<file path="src/rtl/vram_fill_scheduler.sv">
`default_nettype none
// ============================================================================
// Module   : vram_fill_scheduler
// Purpose  : Single write-port owner for the 32x32 x 3-bit video memory.
//            Merges CPU single-cell writes with a rectangle-fill engine.
//            CPU writes always win; the fill engine stalls for that cycle.
// Revision : 1.0 - initial release
// ============================================================================
module vram_fill_scheduler #(
  parameter int COLOR_W = 3,
  parameter int COORD_W = 5,
  parameter int ADDR_W  = 2 * COORD_W
) (
  input  logic               Clock,
  input  logic               Reset,
  input  logic               iCpuWrite,
  input  logic [ADDR_W-1:0]  iCpuAddr,
  input  logic [COLOR_W-1:0] iCpuColor,
  input  logic               iFillStart,
  input  logic [COORD_W-1:0] iFillX0,
  input  logic [COORD_W-1:0] iFillY0,
  input  logic [COORD_W:0]   iFillW,
  input  logic [COORD_W:0]   iFillH,
  input  logic [COLOR_W-1:0] iFillColor,
  output logic               oWriteEnable,
  output logic [ADDR_W-1:0]  oWriteAddress,
  output logic [COLOR_W-1:0] oDataOut,
  output logic               oBusy,
  output logic               oDone
);

  // Largest legal coordinate, held in the widened (no-wrap) arithmetic width.
  localparam logic [COORD_W:0] c_MAX_COORD = {1'b0, {COORD_W{1'b1}}};
  localparam logic [COORD_W:0] c_ONE       = {{COORD_W{1'b0}}, 1'b1};

  typedef enum logic [1:0] {
    S_IDLE = 2'd0,
    S_FILL = 2'd1,
    S_DONE = 2'd2
  } state_t;

  state_t             r_state;
  logic [COORD_W-1:0] r_x;
  logic [COORD_W-1:0] r_y;
  logic [COORD_W-1:0] r_x0;
  logic [COORD_W-1:0] r_xend;
  logic [COORD_W-1:0] r_yend;
  logic [COLOR_W-1:0] r_color;
  logic               r_we;
  logic [ADDR_W-1:0]  r_addr;
  logic [COLOR_W-1:0] r_data;
  logic               r_busy;
  logic               r_done;

  logic [COORD_W:0]   w_xend_full;
  logic [COORD_W:0]   w_yend_full;
  logic [COORD_W-1:0] w_xend;
  logic [COORD_W-1:0] w_yend;
  logic               w_empty;

  // Clipped rectangle end coordinates; the extra bit keeps X0+W-1 from wrapping.
  always_comb begin
    w_xend_full = {1'b0, iFillX0} + iFillW - c_ONE;
    w_yend_full = {1'b0, iFillY0} + iFillH - c_ONE;
    w_xend      = (w_xend_full > c_MAX_COORD) ? {COORD_W{1'b1}} : w_xend_full[COORD_W-1:0];
    w_yend      = (w_yend_full > c_MAX_COORD) ? {COORD_W{1'b1}} : w_yend_full[COORD_W-1:0];
    w_empty     = (iFillW == '0) || (iFillH == '0);
  end

  // Fill FSM plus registered write-port arbitration (CPU has priority).
  always_ff @(posedge Clock) begin
    if (Reset) begin
      r_state <= S_IDLE;
      r_x     <= '0;
      r_y     <= '0;
      r_x0    <= '0;
      r_xend  <= '0;
      r_yend  <= '0;
      r_color <= '0;
      r_we    <= 1'b0;
      r_addr  <= '0;
      r_data  <= '0;
      r_busy  <= 1'b0;
      r_done  <= 1'b0;
    end else begin
      r_we   <= 1'b0;
      r_done <= 1'b0;
      if (iCpuWrite) begin
        r_we   <= 1'b1;
        r_addr <= iCpuAddr;
        r_data <= iCpuColor;
      end
      case (r_state)
        S_IDLE: begin
          if (iFillStart) begin
            r_x0    <= iFillX0;
            r_x     <= iFillX0;
            r_y     <= iFillY0;
            r_xend  <= w_xend;
            r_yend  <= w_yend;
            r_color <= iFillColor;
            r_busy  <= 1'b1;
            if (w_empty) begin
              r_state <= S_DONE;
              r_done  <= 1'b1;
            end else begin
              r_state <= S_FILL;
            end
          end
        end
        S_FILL: begin
          // A CPU write this cycle owns the port; the fill position holds.
          if (!iCpuWrite) begin
            r_we   <= 1'b1;
            r_addr <= {r_y, r_x};
            r_data <= r_color;
            if (r_x == r_xend) begin
              r_x <= r_x0;
              if (r_y == r_yend) begin
                r_state <= S_DONE;
                r_done  <= 1'b1;
              end else begin
                r_y <= r_y + 1'b1;
              end
            end else begin
              r_x <= r_x + 1'b1;
            end
          end
        end
        S_DONE: begin
          r_state <= S_IDLE;
          r_busy  <= 1'b0;
        end
        default: begin
          r_state <= S_IDLE;
          r_busy  <= 1'b0;
        end
      endcase
    end
  end

  assign oWriteEnable  = r_we;
  assign oWriteAddress = r_addr;
  assign oDataOut      = r_data;
  assign oBusy         = r_busy;
  assign oDone         = r_done;

endmodule
`default_nettype wire

</file>
<file path="config.mk">
export PLATFORM = sky130hd
export DESIGN_NAME = vram_fill_scheduler
export DESIGN_NICKNAME = d
export VERILOG_FILES = /design/src/rtl/vram_fill_scheduler.sv
export SDC_FILE = /design/constraint.sdc
export NUM_CORES = 1
export LEC_CHECK = 0
export ABC_AREA = 1
export CAP_MARGIN = 20
export CORE_ASPECT_RATIO = 1.2
export CORE_MARGIN = 3
export CORE_UTILIZATION = 42
export DETAILED_ROUTE_END_ITERATION = 8
export PLACE_DENSITY = 0.7
export RECOVER_POWER = 25
export SETUP_SLACK_MARGIN = 0.05
export SLEW_MARGIN = 20
export SYNTH_ARGS = -nofsm -noshare
export SYNTH_HDL_FRONTEND = slang
export SYNTH_SLANG_ARGS = --single-unit
</file>
<file path="constraint.sdc">
create_clock -name Clock -period 1.95 [get_ports Clock]
set_input_delay 0.2925 -clock Clock [delete_from_list [all_inputs] [get_ports Clock]]
set_output_delay 0.2925 -clock Clock [all_outputs]
set_load 0.05 [all_outputs]
</file>
### Yosys cells after proc, flatten, opt, wreduce, memory -nomap -nowiden

Index checks and enable logic that the tools add are counted.
Widths: inputs -> output; s select.

* input bits: 42
* logic and storage cells: 73
* output and inout port bits: 16
* flip-flop bits (word level): 46

* add/sub/neg operators: 6
* reductions and logical operators: 10
* bitwise gates (word level): 1
* magnitude comparators: 2
* muxes and demuxes: 34
* eq/ne operators: 8

Operators with widths (count)
* $mux 5: 9
* $mux 10: 3
* $pmux 5 s2: 2
* $add 5x6->6: 2
* $gt 6x5->1 const B: 2
* $logic_not 6->1: 2
* $sub 6x1->6 const B: 2
* $add 5x1->5 const B: 2
* $eq 5x5->1: 2
* $mux 2: 5
* $ne 2x2->1 const B: 5
* $mux 1: 9
* $mux 3: 3
* $reduce_and 5->1: 1
* $pmux 1 s2: 2
* $pmux 2 s2: 1
* $reduce_and 2->1: 2
* $reduce_and 4->1: 1
* $reduce_and 3->1: 1
* $eq 2x1->1 const B: 1
* $logic_not 2->1: 1
* $reduce_bool 2->1: 1
* $logic_or 1x1->1: 1
* $not 1->1: 1

### Depth between registers and ports, before layout

Gate-level depths: netlist (run 1).

* depth in word-level cells: 5
* depth in mapped cells: 12
* depth with buffers taken out: 12

### Worst setup path before layout (run 1)

OpenSTA, ideal clock, no wires.

* path kind: input port to flip-flop
* start: input iFillY0[1]
* end: register r_yend[3]
* setup time: 0.057 ns
* data arrival time: 1.951 ns
* stages: 12
* setup slack: -0.058 ns
* required time: 1.893 ns
* path buffers: 0
* cells stage by stage: inv_1 -> ha_1 -> inv_1 -> ha_1 -> inv_1 -> fa_1 -> o21ai_0 -> a21oi_1 -> or2_2 -> nand3_1 -> o21ai_0 -> inv_1

* cells in the longest elaborated chain, start to end: 4

RTL lines
* start: declaration: RTL line 21 `input logic [COORD_W-1:0] iFillY0,`
* $add 5x6->6 (*): RTL line 64 `w_yend_full = {1'b0, iFillY0} + iFillH - c_ONE;`
* $sub 6x1->6 (*): RTL line 64
* $gt 6x5->1: RTL line 66 `w_yend = (w_yend_full > c_MAX_COORD) ? {COORD_W{1'b1}} : w_yend_full[COORD_W-1:0];`
* $mux 5 (*): RTL line 66
* end signal: assignment: RTL line 100 `r_yend <= w_yend;`
* end: declaration: RTL line 47 `logic [COORD_W-1:0] r_yend;`

Every way passes the cells marked *; elsewhere a longest branch is shown, timed or not.
A chain may end at the register's enable or synchronous reset.

### Final worst setup path (run 1)

* start: input iFillY0[1]
* end: register r_y[1]

* cells in the longest elaborated chain, start to end: 2

RTL lines
* $mux 5: RTL line 95 `if (iFillStart) begin`
* $pmux 5 s2: RTL line 93 `case (r_state)`
* end signal: assignment: RTL line 98 `r_y <= iFillY0;`
* end signal: assignment: RTL line 123 `r_y <= r_y + 1'b1;`
* end: declaration: RTL line 44 `logic [COORD_W-1:0] r_y;`

Every way passes these cells. The select of a mux whose other input is x is not followed.

==> metrics.md, run 1 <==
| Metric | Value |
|---|---|
| Status | finished, final reports clean |
| I/O Buffers | 57 |
| Max-Slew Margin vs Limit | between 50 and 60% |
| Routed vias | 2969 |
| Met1 wire length | around 3.3 mm |
| Hpwl dp | 5.35 mm |
| Worst flop-to-flop path startpoint | r_state[1] |
| Leak pwr | approximately 2 nW |
| Htree depth | 2 |
| Ys Warns | 0 |
| GPL Wtd Cong | about 0.81 |
| WHS | 0.369 ns |
| Met3 WL | ~410 µm |
| Flip-flop and latch area | slightly above 900 µm² |
| Core outline area | 6610 µm² |
| Yosys top cell by area | dfxtp_1 |
| PnR worst setup slack | roughly 0.08 ns |
| Starting Density | 44.4% |
| Final Skew | between 0.005 and 0.006 ns |
| Cells on worst reg2reg path | 6 |
| Startpoint types | input pin |
| Mapped Area | 2930 µm² |
| Critical path arrival | 2.12 ns |
| DRC viols | 0 |
| Crit path from | iFillY0[1] |
| Largest net degree at the start of global routing | 20 |
| DR pass1 iterations | 4 |
| Routed wire length | 7.50 mm |
| Final setup violation count | 0 |
| Clk Latency, worst-skew pair | around 0.3 ns |
| Setup WS pre-CTS | -0.565 ns |
| Antenna Cells | 0 |
| Detail Route met2 WL | about 3.7 mm |
| Post-DR wirelength/cell | 12.2 µm |
| Hold Path Depth | 3 |
| Global Route Usage Sum | between 10% and 20% |
| Root Driver | clkbuf_8 |
| DIE AREA | 8020 µm² |
| Worst-path maximum fanout | 2 |
| Actual slew at the worst max-slew pin | 0.637 ns |
| Crit end category | flop |
| Die width | 82.3 µm |
| Area delta synth->final | 41.2% |
| Most frequent cells in the layout | 93 x nand2_1, 73 x inv_1, 46 x dfxtp_1 |
| Hold Crit Class | in -> reg |
| Hold Vio Cnt, Final | 0 |
| Synth top area share | 31.4% |
| Vert. Die Dim | 97.5 µm |
| 1st-iter DRT viols | about 190 |
| Fillers | 599 |
| # rows | 32 |
| Nets@finish | 592 |
| Max VDD drop | 499 µV |
| GRT Residual Overflow | 0 |
| # IOs | 58 |
| Clock buffer depth | 2 |
| Max capacitance violation total | 0 |
| Cell Pwr Density | around 750 nW/µm² |
| Syn nets | 502 |
| Vias in the first global route | 2756 |
| Post-DP Area | approximately 3700 µm² |
| Area of the multi-input gates | 1760 µm² |
| Initial antenna violation count | 0 |
| Syn Area/Cell | 6.69 µm² |
| Commonest non-fill, non-tap cell in the layout | nand2_1 |
| Synthesis-stage register bit count | 46 |
| Worst hold start | iFillX0[4] |
| Final Cell Area | 4140 µm² |
| RSZ-0062 raised after global routing | true |
| Yosys cell types | 30 |
| Largest cells by area after synthesis | dfxtp_1 31%, nand2_1 12%, inv_1 11% |
| Share of post-route cells with drive strength above 1 | 19.8% |
| Num CTS Buffers | 5 |
| Slew Limit Fails | 0 |
| Post-route ant nets | 0 |
| Avg Vias per Cell | 4.84 |
| WS Path Type | in -> reg |
| Clock transition at path regs | 0.09 ns |
| First-pass GRT wire length | roughly 12 mm |
| Fin crit share | 96.0% |
| TritonCTS clock tree | built |
| Fin crit period | 1.87 ns |
| WP data required | 2.20 ns |
| Post-Syn Instances | 438 |
| Seq/Total Area, Yosys | 31.4% |
| Sink Count | 46 |
| F_max | approximately 530 MHz |
| Highest routed layer | met4 |
## power breakdown
| part | total [mW] | switching (mW) | internal [mW] | leakage, nW |
|---|---|---|---|---|
| Combinational | 1.08 | 0.611 | 0.472 | 1.54 |
| Clock | 0.875 | 0.328 | 0.547 | 0.0714 |
| Sequential | 1.14 | 0.0971 | 1.04 | 0.381 |
## kinds of logic after synthesis
group           share of synthesized area [%]
compound gates                           14.5
xor+xnor                                 3.84
fa+ha+maj                                9.91
buf+inv                                  14.8
flops                                    31.4
simple gates                             25.5
## sequential cells by signal, indices dropped and copies added (netlist names)
name / flops
r_yend: 5
oWriteAddress: 10
oBusy: 1
oWriteEnable: 1
r_state: 2
r_x0: 5
r_y: 5
oDone: 1
r_color: 3
r_x: 5
oDataOut: 3
r_xend: 5
## stage by stage
stage | setup TNS [ns] | std cells | power, mW | util [%]
2_1_floorplan | 0 | 438 | 1.82 | -
3_3_place_gp | -4.93 | 589 | 2.10 | 56.2
3_5_place_dp | -5.48 | 589 | 2.13 | 56.2
4_1_cts | 0 | 614 | 3.06 | 61.2
5_1_grt | 0 | 614 | 3.30 | 62.6
6_report | 0 | 614 | 3.10 | 62.6
## metal layers
metal	GRT usage, %	vias to the layer above
met5	0	-
met4	5.88	0
met3	2.69	6
met2	31.2	77
met1	24.6	1339
li1	-	1547
## Yosys cell counts (all sizes together)
cell,instances
o21ai,37
o21bai,1
ha,20
fa,2
a31oi,11
or2,3
a21boi,1
nand2,100
nand4,7
a211oi,1
xor2,5
xnor2,7
nand3,22
clkbuf,5
a22oi,1
inv,91
nor2,40
a21oi,28
buf,10
dfxtp,46
## critical path, cell delays in order
cell             delay, ns
clkdlybuf4s15_1       0.20
inv_2                 0.07
buf_4                 0.13
buf_4                 0.12
buf_4                 0.12
buf_4                 0.12
buf_4                 0.11
buf_4                 0.12
buf_4                 0.12
buf_4                 0.12
buf_4                 0.12
buf_4                 0.12
o21ai_2               0.12
inv_1                 0.04
nand3_1               0.07
nand2_1               0.05
nor2_1                0.07
## layout make-up
type                            count  share of cell area [%]
Clock buffer                        6                    2.00
Clock inverter                      2                    1.45
Inverter                           91                    8.32
Multi-Input combinational cell    286                    42.5
Sequential cell                    46                    22.3
Tap cell                           85                    2.57
Timing Repair Buffer               98                    21.0
## path summary, 6_finish.rpt
check	endpoint	slack, ns
setup / recovery	r_y[1]	0.08
hold / removal	r_x[4]	0.37
setup reg to reg	r_xend[3]	0.29
hold reg to reg	r_x0[1]	0.46
## what timing repair did
action                                  in CTS  in global routing
setup buffers                               17                  0
endpoints found under the setup margin      10                 11
pin swaps                                   15                 15
hold buffers                                 0                  0
gates resized for setup                     38                 37
No activity file was read; power rests on OpenSTA's default activity.
==> inputs of run 2 (changes only) <==
--- a/config.mk
+++ b/config.mk
@@ -14,7 +14,7 @@
 export PLACE_DENSITY = 0.7
 export RECOVER_POWER = 25
 export SETUP_SLACK_MARGIN = 0.05
-export SLEW_MARGIN = 20
+export SLEW_MARGIN = 15
 export SYNTH_ARGS = -nofsm -noshare
 export SYNTH_HDL_FRONTEND = slang
 export SYNTH_SLANG_ARGS = --single-unit
==> results of run 2 <==
Final layout, timing and power as in run 1 (identical DEF).
